$ cat config.mk
export PLATFORM = sky130hd
export DESIGN_NAME = riscv_seq_multiplier
export DESIGN_NICKNAME = d
export VERILOG_FILES = /design/src/rtl/riscv_mul_pkg.sv /design/src/rtl/riscv_mul_operand_prep.sv /design/src/rtl/riscv_seq_multiplier.sv
export SDC_FILE = /design/constraint.sdc
export NUM_CORES = 1
export LEC_CHECK = 0
export BUFFER_PORTS_ARGS = -buffer_cell sky130_fd_sc_hd__buf_2
export CAP_MARGIN = 40
export CORE_MARGIN = 2
export CORE_UTILIZATION = 60
export CTS_BUF_LIST = sky130_fd_sc_hd__clkbuf_16
export DETAILED_ROUTE_END_ITERATION = 6
export PLACE_DENSITY = 0.8
export RECOVER_POWER = 25
export SYNTH_ARGS = -nofsm -noshare
export SYNTH_HDL_FRONTEND = slang
export SYNTH_SLANG_ARGS = --single-unit
$ cat constraint.sdc
create_clock -name i_riscv_mul_clk -period 25 [get_ports i_riscv_mul_clk]
set_input_delay 5 -clock i_riscv_mul_clk [delete_from_list [all_inputs] [get_ports i_riscv_mul_clk]]
set_output_delay 5 -clock i_riscv_mul_clk [all_outputs]
set_load 0.05 [all_outputs]
$ cat src/rtl/riscv_mul_pkg.sv
// Shared definitions for the sequential RV64M multiplier.
//   XLEN       : operand and result width
//   CNT_W      : iteration counter width (2**CNT_W > XLEN)
//   mulctrl_e  : multiply-group operation encoding (bit2 = valid)
//   state_e    : FSM states of riscv_seq_multiplier
package riscv_mul_pkg;

   localparam int XLEN  = 64;
   localparam int CNT_W = 7;

   typedef enum logic [2:0] {
      MUL_OP    = 3'b100,
      MULH_OP   = 3'b101,
      MULHSU_OP = 3'b110,
      MULHU_OP  = 3'b111
   } mulctrl_e;

   typedef enum logic [1:0] {
      IDLE = 2'd0,
      CALC = 2'd1,
      FIX  = 2'd2
   } state_e;

endpackage

$ cat src/rtl/riscv_mul_operand_prep.sv
// Combinational operand conditioning for the sequential multiplier.
// Decides which operands are signed, converts them to unsigned magnitudes
// and reports whether the final product has to be negated.
// Ports:
//   mulctrl  in   3     operation encoding (mulctrl_e)
//   rs1data  in   XLEN  multiplicand
//   rs2data  in   XLEN  multiplier
//   rs1_signed / rs2_signed  out  operand is interpreted as signed
//   negate   out  1     exactly one operand is effectively negative
//   rs1_mag / rs2_mag        out  XLEN  unsigned magnitudes
module riscv_mul_operand_prep
   import riscv_mul_pkg::*;
(
   input  logic [2:0]      mulctrl,
   input  logic [XLEN-1:0] rs1data,
   input  logic [XLEN-1:0] rs2data,
   output logic            rs1_signed,
   output logic            rs2_signed,
   output logic            negate,
   output logic [XLEN-1:0] rs1_mag,
   output logic [XLEN-1:0] rs2_mag
);

   logic rs1_neg;
   logic rs2_neg;

   always_comb begin
      rs1_signed = (mulctrl == MUL_OP) || (mulctrl == MULH_OP) || (mulctrl == MULHSU_OP);
      rs2_signed = (mulctrl == MUL_OP) || (mulctrl == MULH_OP);
      rs1_neg    = rs1_signed & rs1data[XLEN-1];
      rs2_neg    = rs2_signed & rs2data[XLEN-1];
      // The most-negative value negates to itself, which read as unsigned is
      // exactly its magnitude 2^(XLEN-1), so no special case is needed.
      rs1_mag    = rs1_neg ? (~rs1data + 1'b1) : rs1data;
      rs2_mag    = rs2_neg ? (~rs2data + 1'b1) : rs2data;
      negate     = rs1_neg ^ rs2_neg;
   end

endmodule

$ cat src/rtl/riscv_seq_multiplier.sv
// Iterative radix-2 shift-add multiplier for MUL/MULH/MULHSU/MULHU.
// One multiplier bit is consumed per clock in CALC; FIX applies the sign and
// selects the result half.
// Handshake: a request is accepted on an edge where the FSM is in IDLE,
// i_riscv_mul_start=1, i_riscv_mul_mulctrl[2]=1 and i_riscv_mul_flush=0.
// o_riscv_mul_busy is high while the operation is in flight (CALC/FIX);
// o_riscv_mul_done pulses for one cycle with o_riscv_mul_result valid.
// The result stays held until the next completion. Flush aborts silently.
// Ports:
//   i_riscv_mul_clk      in   clock, rising edge
//   i_riscv_mul_rst      in   asynchronous active-high reset
//   i_riscv_mul_start    in   request
//   i_riscv_mul_flush    in   abort in-flight operation
//   i_riscv_mul_mulctrl  in   operation (mulctrl_e)
//   i_riscv_mul_rs1data  in   multiplicand
//   i_riscv_mul_rs2data  in   multiplier
//   o_riscv_mul_busy     out  operation in flight
//   o_riscv_mul_done     out  one-cycle completion pulse
//   o_riscv_mul_result   out  registered result
// Build option: define RISCV_MUL_EARLY_TERM_EN to leave CALC as soon as the
// remaining multiplier is zero (result unchanged, latency data dependent).
module riscv_seq_multiplier
   import riscv_mul_pkg::*;
(
   input  logic            i_riscv_mul_clk,
   input  logic            i_riscv_mul_rst,
   input  logic            i_riscv_mul_start,
   input  logic            i_riscv_mul_flush,
   input  logic [2:0]      i_riscv_mul_mulctrl,
   input  logic [XLEN-1:0] i_riscv_mul_rs1data,
   input  logic [XLEN-1:0] i_riscv_mul_rs2data,
   output logic            o_riscv_mul_busy,
   output logic            o_riscv_mul_done,
   output logic [XLEN-1:0] o_riscv_mul_result
);

   state_e              state_q, state_d;
   logic                load, step, finish;

   logic                rs1_signed, rs2_signed, negate;
   logic [XLEN-1:0]     rs1_mag, rs2_mag;
   logic                unused_sign_flags;

   logic [2*XLEN-1:0]   acc_q;
   logic [XLEN-1:0]     mcand_q;
   logic [XLEN-1:0]     mplier_q;
   logic [CNT_W-1:0]    cnt_q;
   logic                neg_q;
   logic [2:0]          ctrl_q;
   logic [XLEN-1:0]     result_q;
   logic                done_q;

   logic [XLEN:0]       sum;
   logic [2*XLEN-1:0]   acc_next;
   logic [2*XLEN-1:0]   prod_aligned;
   logic [2*XLEN-1:0]   prod_final;
   logic [XLEN-1:0]     result_d;

   riscv_mul_operand_prep u_prep (
      .mulctrl    (i_riscv_mul_mulctrl),
      .rs1data    (i_riscv_mul_rs1data),
      .rs2data    (i_riscv_mul_rs2data),
      .rs1_signed (rs1_signed),
      .rs2_signed (rs2_signed),
      .negate     (negate),
      .rs1_mag    (rs1_mag),
      .rs2_mag    (rs2_mag)
   );

   // Signedness is already folded into the magnitudes and the negate flag.
   assign unused_sign_flags = rs1_signed | rs2_signed;

   // ---------------- FSM ----------------
   always_ff @(posedge i_riscv_mul_clk or posedge i_riscv_mul_rst) begin
      if (i_riscv_mul_rst) state_q <= IDLE;
      else                 state_q <= state_d;
   end

   always_comb begin
      state_d = state_q;
      load    = 1'b0;
      step    = 1'b0;
      finish  = 1'b0;
      case (state_q)
         IDLE: begin
            if (i_riscv_mul_start && i_riscv_mul_mulctrl[2] && !i_riscv_mul_flush) begin
               load    = 1'b1;
               state_d = CALC;
            end
         end
         CALC: begin
            if (i_riscv_mul_flush) begin
               state_d = IDLE;
            end else begin
               step = 1'b1;
               if (cnt_q == CNT_W'(XLEN - 1))
                  state_d = FIX;
`ifdef RISCV_MUL_EARLY_TERM_EN
               // This iteration consumes the last set multiplier bit.
               else if (mplier_q[XLEN-1:1] == '0)
                  state_d = FIX;
`endif
            end
         end
         FIX: begin
            state_d = IDLE;
            finish  = !i_riscv_mul_flush;
         end
         default: state_d = IDLE;
      endcase
   end

   // ---------------- Datapath ----------------
   always_comb begin
      // Carry out of the upper-half add becomes the new MSB after the shift.
      sum      = {1'b0, acc_q[2*XLEN-1:XLEN]} + {1'b0, (mplier_q[0] ? mcand_q : '0)};
      acc_next = {sum, acc_q[XLEN-1:1]};
   end

`ifdef RISCV_MUL_EARLY_TERM_EN
   // cnt_q holds the iterations done; the skipped ones would only have
   // shifted the accumulator right, so apply those shifts in one go.
   logic [CNT_W-1:0] shift_amt;
   assign shift_amt    = CNT_W'(XLEN) - cnt_q;
   assign prod_aligned = acc_q >> shift_amt;
`else
   assign prod_aligned = acc_q;
`endif

   always_comb begin
      prod_final = neg_q ? (~prod_aligned + 1'b1) : prod_aligned;
      result_d   = (ctrl_q == MUL_OP) ? prod_final[XLEN-1:0] : prod_final[2*XLEN-1:XLEN];
   end

   always_ff @(posedge i_riscv_mul_clk or posedge i_riscv_mul_rst) begin
      if (i_riscv_mul_rst) begin
         acc_q    <= '0;
         mcand_q  <= '0;
         mplier_q <= '0;
         cnt_q    <= '0;
         neg_q    <= 1'b0;
         ctrl_q   <= '0;
         result_q <= '0;
         done_q   <= 1'b0;
      end else begin
         done_q <= finish;
         if (load) begin
            acc_q    <= '0;
            mcand_q  <= rs1_mag;
            mplier_q <= rs2_mag;
            cnt_q    <= '0;
            neg_q    <= negate;
            ctrl_q   <= i_riscv_mul_mulctrl;
         end else if (step) begin
            acc_q    <= acc_next;
            mplier_q <= mplier_q >> 1;
            cnt_q    <= cnt_q + CNT_W'(1);
         end
         if (finish) result_q <= result_d;
      end
   end

   assign o_riscv_mul_busy   = (state_q != IDLE);
   assign o_riscv_mul_done   = done_q;
   assign o_riscv_mul_result = result_q;

endmodule

==> flow_metrics.env <==
export IMPL_grt_use_total_pct=32.8
export IMPL_final_area_mm2=0.0249
export IMPL_synth_seq_cells=334
export IMPL_setup_violations=0
export IMPL_finalWirelength_um=64100
export IMPL_initial_core_util_pct=61.1
export IMPL_fmax_mhz=104
export IMPL_grt_use_met2_pct=49.2
export IMPL_grt_pass1_wl_um=103000
export IMPL_place_ws_ns=16.24
export IMPL_hpwlAfterDp_um=46500
export IMPL_clkTransAtPathRegs_ns=0.06
export IMPL_num_vias=21000
export IMPL_dieArea_mm2=0.0390
export IMPL_clockBufferDepth=3
export IMPL_cts_tree="yes"
export IMPL_final_nets=3064
export IMPL_worstPathRequired_ns=25.38
export IMPL_hold_path_class="reg -> reg"
export IMPL_antenna_left=0
export IMPL_antennaDiodeCount=0
export IMPL_r2r_start="state_q[1]"
export IMPL_startpoint_type="primary input"
export IMPL_dpl_cell_area_mm2=0.0237
export IMPL_rsz0062_at_grt="false"
export IMPL_synth_edf_count=0
export IMPL_yosys_warnings=0
export IMPL_finalWorstSetupSlack_ns=15.35
export IMPL_hold_depth=1
export IMPL_via_per_inst=6.25
export IMPL_drcViolationCount=0
export IMPL_clockRootBuffer="clkbuf_16"
export IMPL_antenna_found_initial=0
export IMPL_end_kind="flip-flop"
export IMPL_final_layout_size_suffix_gt1_share_pct=10.5
export IMPL_cp_arrival_ns=10.03
export IMPL_min_to="state_q[1]"
export IMPL_reg2regPathDepth=6
export IMPL_synth_area_leaders="dfrtp_1 37%, o21ai_0 9.6%, nand2_1 7.6%"
export IMPL_syn_to_final_growth_pct=10.8
export IMPL_fillers=3067
export IMPL_r2r_slack_ns=19.50
export IMPL_synth_distinct_cells=72
export IMPL_violations="capacitance limit, slew limit"
export IMPL_leakage_nw=11.1
export IMPL_tns_ns=0
export IMPL_grt_max_degree=152
export IMPL_drt_iter0_markers=2067
export IMPL_routabilityCongestion=0.933
export IMPL_status="finished with violations"
export IMPL_finalMaxSlewViolations=488
export IMPL_cp_max_fo=112
export IMPL_clock_skew_ns=0.0288
export IMPL_grt_busiest_layer="met1"
export IMPL_ys_top_cells_by_count="455 x nand2_1, 432 x o21ai_0, 334 x dfrtp_1, 160 x xor2_1, 153 x a21oi_1"
export IMPL_port_buffers=200
export IMPL_powerDensity_mw_per_mm2=81.9
export IMPL_coreArea_mm2=0.0368
export IMPL_slew_headroom_pct=-236
export IMPL_die_h_um=198
export IMPL_met1_usage_pct=49.2
export IMPL_syn_area_mm2=0.0225
export IMPL_ios=201
export IMPL_finalCritPeriodShare_pct=38.6
export IMPL_r2r_end="mcand_q[50]"
export IMPL_synth_top_area_share_pct=37.2
export IMPL_first_global_vias=19500
export IMPL_ctsHoldBuffers=0
export IMPL_max_cap_violations=6
export IMPL_numCtsBuffers=38
export IMPL_dr_pass1_iters=6
export IMPL_yosysMostFrequentCell="nand2_1"
export IMPL_crit_type="in -> reg"
export IMPL_final_cells=3355
export IMPL_clock_sinks=334
export IMPL_syn_num_nets=2968
export IMPL_clkLatencyLatePin_ns=0.58
export IMPL_grtUsageMet3_pct=5.16
export IMPL_ys_seq_area_share_pct=37.2
export IMPL_final_core_utilization_pct=67.7
export IMPL_finalHoldViolations=0
export IMPL_htree_levels=2
export IMPL_placedCellCount=3288
export IMPL_peakVddDrop_mv=0.0477
export IMPL_tightestPinTransition_ns=5.02
export IMPL_dieWidth_um=198
export IMPL_synth_cells=2764
export IMPL_async_reset_ff_share_pct=100
export IMPL_final_min_clock_period_ns=9.65
export IMPL_min_from="cnt_q[6]"
export IMPL_synth_top_area_cell="dfrtp_1"
export IMPL_rows=70
export IMPL_overflow=0
export IMPL_cts_resized=0
export IMPL_postCtsSetupRepairBufs=0
export IMPL_synth_ff_type="dfrtp_1"
export IMPL_avgRoutedWirePerCell_um=19.1
export IMPL_synth_area_per_cell_um2=8.14
==> sequential cells by signal (all words and copies together) (netlist names), 2 cells and up <==
register,flops
acc_q,128
mcand_q,64
mplier_q,64
o_riscv_mul_result,64
cnt_q,7
ctrl_q,3
state_q,2
==> where the power goes <==
group          switching (W)  leakage (nW)  internal [W]
clock network       0.000238         0.612      0.000327
registers           0.000106          4.45      0.000626
logic               0.000464          6.04      0.000278
total               0.000809          11.1       0.00123
==> stage by stage <==
step           hold WS [ns]  power (W)
2_1_floorplan         0.438    0.00123
3_3_place_gp          0.449    0.00144
3_5_place_dp          0.460    0.00146
4_1_cts               0.475    0.00203
5_1_grt               0.495    0.00215
6_report              0.470    0.00204
==> how the worst max path moves through the flow <==
stage,start,endpoint,depth (start not counted)
finish,i_riscv_mul_mulctrl[2],mcand_q[50],7
floorplan,i_riscv_mul_rst,acc_q[0],1
CTS,i_riscv_mul_rs1data[0],mcand_q[60],13
global placement,i_riscv_mul_rs1data[0],mcand_q[60],13
detailed placement,i_riscv_mul_rs1data[0],mcand_q[60],13
global route,i_riscv_mul_mulctrl[2],mcand_q[33],7
==> per-layer routing <==
layer	wire length (µm)	up-vias
met5	0	-
met4	1550	0
met3	5230	113
met2	28300	895
met1	29100	9932
li1	-	10000
==> placed cells by master, fill, tap and decap left out, drive strengths merged, types with 25 or more instances in the layout <==
master and n:
dfrtp 334, xnor2 141, or3 43, or4 28, and2 72, nor3 41, clkbuf 46, o31ai 63
a21o 25, inv 41, o41ai 34, nand2 455, buf 215, ha 68, xor2 160, o21ai 439
a21oi 153, nor4 26, nand3 52, nor2 151, a22oi 62
==> logic make-up (layout without fill, tap and decap cells) <==
logic type | count (synthesis) | after routing | synth area share, %
buffers and inverters | 199 | 322 | 3.39
AOI/OAI and AO/OA | 889 | 889 | 23.6
xor gates and xnor gates | 301 | 301 | 11.7
adders and majority gates | 69 | 69 | 3.87
DFF | 334 | 334 | 37.2
and+or+nand+nor | 972 | 972 | 20.3
==> cell type report <==
| class | count | area, µm² | area share, % |
|---|---|---|---|
| Multi-Input combinational cell | 2231 | 13400 | 53.7 |
| Sequential cell | 334 | 8360 | 33.6 |
| Timing Repair Buffer | 222 | 1220 | 4.91 |
| Clock buffer | 39 | 976 | 3.92 |
| Tap cell | 468 | 586 | 2.35 |
| Clock inverter | 28 | 260 | 1.04 |
| Inverter | 33 | 125 | 0.502 |
==> worst max-delay path, cell delays in order <==
cell      delay (ns)
clkbuf_1        0.13
nand2_1         0.17
or3_1           0.41
clkbuf_1        0.20
clkbuf_1        2.67
buf_4           1.05
o21ai_0         0.24
(Power assumes the default switching activity.)
